File: src/rtl/adder_n_pkg.sv
// -----------------------------------------------------------------------------
// adder_n_pkg
// Shared datapath constants for the adder leaf cell.
//   ADDER_N_DEFAULT : default operand/sum width of adder_n
//   ADDER_N_MAX     : widest operand width the cell is intended for
// -----------------------------------------------------------------------------
package adder_n_pkg;

    localparam int ADDER_N_DEFAULT = 4;
    localparam int ADDER_N_MAX     = 32;

endpackage : adder_n_pkg

File: src/rtl/adder_n_full_adder.sv
// -----------------------------------------------------------------------------
// full_adder
// One-bit full adder used as the ripple stage of adder_n.
//   a, b : operand bits
//   cin  : carry into this bit
//   s    : sum bit       = a ^ b ^ cin
//   cout : carry out     = majority(a, b, cin)
// -----------------------------------------------------------------------------
module full_adder (
    input  logic a,
    input  logic b,
    input  logic cin,
    output logic s,
    output logic cout
);

    assign s    = a ^ b ^ cin;
    assign cout = (a & b) | (a & cin) | (b & cin);

endmodule : full_adder

File: src/rtl/adder_n.sv
// -----------------------------------------------------------------------------
// adder_n
// Parameterised N-bit ripple-carry adder with carry in/out, plus a registered
// copy of the result for pipelined users. Two instances chain Cout -> Cin to
// form a 2N-bit adder.
//   N      : operand and sum width, 1..32 (default ADDER_N_DEFAULT)
//   Y      : combinational sum, (A + B + Cin) mod 2^N
//   Cout   : combinational carry out of bit N-1
//   A, B   : unsigned operands
//   Cin    : carry into bit 0
//   clk    : clock for the registered copy only
//   reset  : asynchronous, active-high; clears Y_q / Cout_q
//   Y_q    : Y captured on each rising clk edge
//   Cout_q : Cout captured on each rising clk edge
// -----------------------------------------------------------------------------
module adder_n
    import adder_n_pkg::*;
#(
    parameter int N = ADDER_N_DEFAULT
) (
    output logic [N-1:0] Y,
    output logic         Cout,
    input  logic [N-1:0] A,
    input  logic [N-1:0] B,
    input  logic         Cin,
    input  logic         clk,
    input  logic         reset,
    output logic [N-1:0] Y_q,
    output logic         Cout_q
);

    // c[i] is the carry into bit i; c[N] is the carry out of the top bit.
    logic [N:0] c;

    assign c[0] = Cin;

    for (genvar i = 0; i < N; i++) begin : g_ripple
        full_adder u_fa (
            .a    (A[i]),
            .b    (B[i]),
            .cin  (c[i]),
            .s    (Y[i]),
            .cout (c[i+1])
        );
    end

    assign Cout = c[N];

    // Reset only touches the registered copy; the combinational sum is
    // never gated by it.
    // NOTE: state registers use non-blocking assignments so every flop samples
    // its input from before the edge, independent of statement order.
    always_ff @(posedge clk or posedge reset) begin
        if (reset) begin
            Y_q    <= '0;
            Cout_q <= 1'b0;
        end else begin
            Y_q    <= Y;
            Cout_q <= Cout;
        end
    end

endmodule : adder_n

File: config.mk
export PLATFORM = sky130hd
export DESIGN_NAME = adder_n
export DESIGN_NICKNAME = d
export VERILOG_FILES = /design/src/rtl/adder_n_pkg.sv /design/src/rtl/adder_n_full_adder.sv /design/src/rtl/adder_n.sv
export SDC_FILE = /design/constraint.sdc
export NUM_CORES = 1
export LEC_CHECK = 0
export ABC_CLOCK_PERIOD_IN_PS = 11400
export CAP_MARGIN = 25
export CORE_AREA = 2 2 39 41
export CTS_BUF_LIST = sky130_fd_sc_hd__clkbuf_8
export DETAILED_ROUTE_END_ITERATION = 7
export DIE_AREA = 0 0 41 43
export GPL_TIMING_DRIVEN = 0
export PLACE_DENSITY = 0.65
export SLEW_MARGIN = 30
export SYNTH_ARGS = -nofsm -noshare
export SYNTH_HDL_FRONTEND = slang
export SYNTH_SLANG_ARGS = --single-unit
File: constraint.sdc
create_clock -name clk -period 11.4 [get_ports clk]
set_input_delay 3.42 -clock clk [delete_from_list [all_inputs] [get_ports clk]]
set_output_delay 3.42 -clock clk [all_outputs]
set_load 0.05 [all_outputs]
==> flow_summary.ini, run 1 <==
[sta]
slew_headroom_pct = 66.9
drv_slew = 0
setup_viol = 0
finalCriticalPeriod_ns = 9.71
post-route-period-util_pct = 85.2
max_freq_ghz = 0.103
tns_ns = 0
rsz0062_at_grt = no
hold_viol_final = 0
tightest_slew_ns = 0.495

[status]
status = complete, no violations

[power_and_ir_drop]
power_density_nw_per_um2 = 179
ir_drop_mv = 0.0564
leakagePower_nw = 0.270

[floorplanning]
io_pins = 21
num_rows = 14
start_util_pct = 20.0
dieHeight_um = 43
dieArea_um2 = 1760
core_area_um2 = 1380
die_width_um = 41

[clock_network]
postCtsSetupBuffers = 0
holdBufCountCts = 0
clock_sinks = 5
cts_root_buf = clkbuf_8
htree_levels = 1
cts_resized = 0
cts_tree = done
clk_pin_slew_worst_paths_ns = 0.03
numCtsBuffers = 3
cts_buffer_depth = 2

[route]
drt_first_pass_iters = 1
avgRoutedWirePerCell_um = 7.11
ant_nets = 0
drc_errors = 0
detail_route.vias_per_cell = 3.31
dr.first_iter.drc_count = 0
num_vias = 212
wirelength_um = 455

[logic_synthesis]
synth_mux_area_share_pct = 0
synth-compound-area-share_pct = 0
syn_nets = 39
synth_top_family_by_area = adder cells
syn_area_um2 = 277
yosys.area_share.simple_pct = 0
synthAdderAreaFrac_pct = 29.0
synth-seq-area-share_pct = 45.2
syn_inst = 24
ys_ff_latch = 5
synth_xor_area_share_pct = 0
synth_top_cell_area_share_pct = 45.2
synth_top_area_cell = dfrtp_1
yosys_warnings = 0
netlist-cell-type-count = 4
yosys-top-cells-area = dfrtp_1, fa_1, inv_1, buf_4
syn_avg_cell_area_um2 = 11.5

[critical_path]
path_cells = clkdlybuf4s50_1 > inv_1 > fa_1 > inv_1 > fa_1 > fa_1 > inv_1 > fa_1 > inv_1 > buf_4 > clkdlybuf4s50_1
cp_slowest_stage_delay_ns = 0.78
critPathKind = in -> out
cpMaxStageDelayCell = clkdlybuf4s50_1
cp_top_family = buffers and inverters
worst_ep_required_time_ns = 7.98
cp-end-kind = primary output
worstPathMaxFanout = 2
cp.depth = 11
arrival_ns = 6.29
path_buf_inv = 7
startpoint_type = input pin

[global_route]
grt_pass1_vias = 228
antenna_found_initial = 0
grt_pass1_wl_um = 765
gr-total-overflow = 0
grtUsageTotal_pct = 6.98
grt_start_max_net_pins = 6

[finish]
drive_above_1_share_pct = 14.6
area_growth_pct = 95.9
final_core_util_pct = 39.2
finalNetCount = 64
antenna_cells = 0

[place]
portBuffers = 20
gp_congestion = 0.556

[min_path]
min_path_type = in -> async

[flow_run]
maxCapViolations = 0
-- kinds of logic after synthesis --
kind of cell,Yosys count
flip-flops,5
buffers and inverters,15
adder cells (fa/ha/maj),4
-- Yosys cell counts, drive strengths merged --
library cell,count
buf,4
dfrtp,5
fa,4
inv,11
-- metal layers --
metal	global-route usage, %	part of all wire, %	routed length (um)	vias up
li1	-	-	-	104
met1	5.59	33	152	95
met2	11.3	56	257	13
met3	0.524	10	46	0
met4	10.0	0	0	0
met5	0	0	0	-
-- where the power goes --
group          leakage, nW  switching [mW]  internal, mW
clock               0.0269         0.00784        0.0230
sequential          0.0583        0.000596        0.0207
combinational        0.185          0.0276        0.0174
total                0.270          0.0360        0.0611
-- cells in the final DEF (no fill, tap or decap) --
master and count:
fa_1 4, buf_4 4, clkdlybuf4s50_1 20, dfrtp_1 5, clkbuf_8 3, inv_1 12
-- cell type report --
cell class              count  area, um2
fillers                   149        842
repair buffers             20        200
plain buffers               4       30.0
clock buffers               3       41.3
inverters                  11       41.3
multi-input cells           4       80.1
flip-flops and latches      5        125
clock inverters             1       3.75
well taps                  16       20.0
-- how the worst max path moves through the flow --
stage / to / slack, ns / start
finish: Y[3] / 1.69 / A[0]
global route: Y[3] / 1.56 / A[0]
CTS: Y[3] / 1.66 / A[0]
detailed placement: Y[3] / 1.66 / A[0]
global placement: Y[3] / 1.69 / A[0]
floorplan: Y[3] / 2.86 / A[0]
-- sequential cells by signal (all words and copies together) (netlist names) --
signal,count
Y_q,4
Cout_q,1
-- per-stage QoR --
stage | instance area, um2 | instances | hold WS (ns) | power [mW] | setup WS [ns]
global route | 542 | 64 | 3.43 | 0.102 | 1.56
global placement | 497 | 60 | 3.63 | 0.0667 | 1.69
finish | 542 | 64 | 3.40 | 0.0971 | 1.69
detailed placement | 497 | 60 | 3.63 | 0.0671 | 1.66
floorplan | 277 | 24 | 3.20 | 0.0510 | 2.86
CTS | 542 | 64 | 3.40 | 0.0990 | 1.66
Note: power is estimated with default switching activity, not from simulation.
==> run 2, diff against run 1 <==
Settings changed: ABC_CLOCK_PERIOD_IN_PS 11400 to 8200, CELL_PAD_IN_SITES_DETAIL_PLACEMENT set to 1, CELL_PAD_IN_SITES_GLOBAL_PLACEMENT set to 1, CORE_AREA 2 2 39 41 to not set, CORE_MARGIN set to 2, CORE_UTILIZATION set to 21, DIE_AREA 0 0 41 43 to not set, PLACE_DENSITY 0.65 to 0.86.
Clock period 11.4 ns to 8.2 ns, I/O delays scaled along.
==> run 2 against run 1 <==
Compared with the run above: largest cell class unchanged; utilization rose by 3.5 points; hold slack got worse by 0.96 ns; first-iteration DRC count did not move.
==> flow_summary.ini, run 2 (same netlist as run 1, synthesis figures left out) <==
[floorplanning]
io_pins = 21
num_rows = 13
dieHeight_um = 40.3
core_area_um2 = 1270
die_width_um = 40.3
dieArea_um2 = 1620
start_util_pct = 21.8

[global_route]
grt_pass1_wl_um = 786
grt_start_max_net_pins = 6
antenna_found_initial = 0
gr-total-overflow = 0
grtUsageTotal_pct = 8.44
grt_pass1_vias = 222

[finish]
drive_above_1_share_pct = 14.6
mostFrequentLayoutCell = clkdlybuf4s50_1
layout_common_cells = clkdlybuf4s50_1, inv_1, dfrtp_1
area_growth_pct = 95.5
finalNetCount = 64
largest_register = Y_q
top_regs = Y_q x4, Cout_q x1
antenna_cells = 0
largest_reg_flops = 4

[clock_network]
cts_resized = 0
clk_pin_slew_worst_paths_ns = 0.04
clock_sinks = 5
cts_buffer_depth = 2
cts_root_buf = clkbuf_8
numCtsBuffers = 3
cts_tree = done
postCtsSetupBuffers = 0
htree_levels = 1
holdBufCountCts = 0

[route]
dr.first_iter.drc_count = 0
drc_errors = 0
num_vias = 225
drt_first_pass_iters = 1
ant_nets = 0
avgRoutedWirePerCell_um = 8.25
wirelength_um = 520
detail_route.vias_per_cell = 3.57

[sta]
slew_headroom_pct = 66.8
post-route-period-util_pct = 95.3
drv_slew = 0
tns_ns = 0
tightest_slew_ns = 0.497
setup_viol = 0
finalCriticalPeriod_ns = 7.81
max_freq_ghz = 0.128
rsz0062_at_grt = no
fin_hold_ws_ns = 2.44
hold_viol_final = 0

[power_and_ir_drop]
ir_drop_mv = 0.0669
p_sw_uw = 51.3
clkPwrFrac_pct = 32.3
internal-power_uw = 85.1
leakagePower_nw = 0.270
comb_power_share_pct = 46.0
power_density_nw_per_um2 = 253
p_seq_share_pct = 21.7
p_sw_share_pct = 37.6

[critical_path]
worst_ep_required_time_ns = 5.74
cp-end-kind = primary output
arrival_ns = 5.35
worstPathMaxFanout = 2
critPathKind = in -> out
startpoint_type = input pin

[place]
portBuffers = 20
hpwl_um = 466
gp_congestion = 0.589

[min_path]
min_path_type = in -> async

[status]
status = complete, no violations

[flow_run]
maxCapViolations = 0
==> run 2: cell counts in the layout (fill, tap and decap cells not counted) <==
Identical to the previous run, type by type.
==> run 2: layout make-up <==
cell class / instances / area (um2)
flip-flops and latches: 5 / 125
plain buffers: 4 / 30.0
repair buffers: 20 / 200
clock buffers: 3 / 41.3
multi-input cells: 4 / 80.1
well taps: 15 / 18.8
clock inverters: 1 / 3.75
fillers: 151 / 728
inverters: 11 / 41.3
==> run 2: stage by stage <==
stage / total power, mW / setup slack, ns / utilization, % / cells / cell area, um2
detailed placement: 0.0937 / 0.361 / 39.1 / 59 / 495
global route: 0.144 / 0.256 / 42.6 / 63 / 541
global placement: 0.0926 / 0.408 / 39.1 / 59 / 495
finish: 0.136 / 0.389 / 42.6 / 63 / 541
CTS: 0.139 / 0.360 / 42.6 / 63 / 541
floorplan: 0.0709 / 1.58 / - / 24 / 277
==> run 2: metal layers <==
layer  track usage, %  up-vias  wire length [um]
met5                0        -                 0
met4             12.5        0                10
met3             1.67        2                45
met2             14.1       14               301
met1             6.83      105               162
li1                 -      104                 -
==> run 2: power groups by stage <==
stage	combinational, mW	sequential (mW)	clock, mW
6_report	0.0628	0.0296	0.0441
2_1_floorplan	0.0261	0.0449	0
5_1_grt	0.0667	0.0299	0.0469
4_1_cts	0.0637	0.0297	0.0460
3_3_place_gp	0.0627	0.0299	0
3_5_place_dp	0.0637	0.0300	0
==> run 2: worst paths after layout <==
| path | start | end | slack (ns) | cells past startpoint |
|---|---|---|---|---|
| worst min-delay path | reset | Cout_q | 2.44 | 2 |
| max in group asynchronous | reset | Y_q[0] | 5.59 | 2 |
| min in group clk | Cin | Y_q[0] | 2.95 | 4 |
| worst max-delay path | A[0] | Y[3] | 0.39 | 11 |
==> run 2: worst max-delay path, cell delays in order <==
cell	delay [ns]
clkdlybuf4s50_1	0.40
inv_1	0.08
fa_1	0.17
inv_1	0.05
fa_1	0.37
fa_1	0.37
inv_1	0.08
fa_1	0.41
inv_1	0.09
buf_4	0.10
clkdlybuf4s50_1	0.78
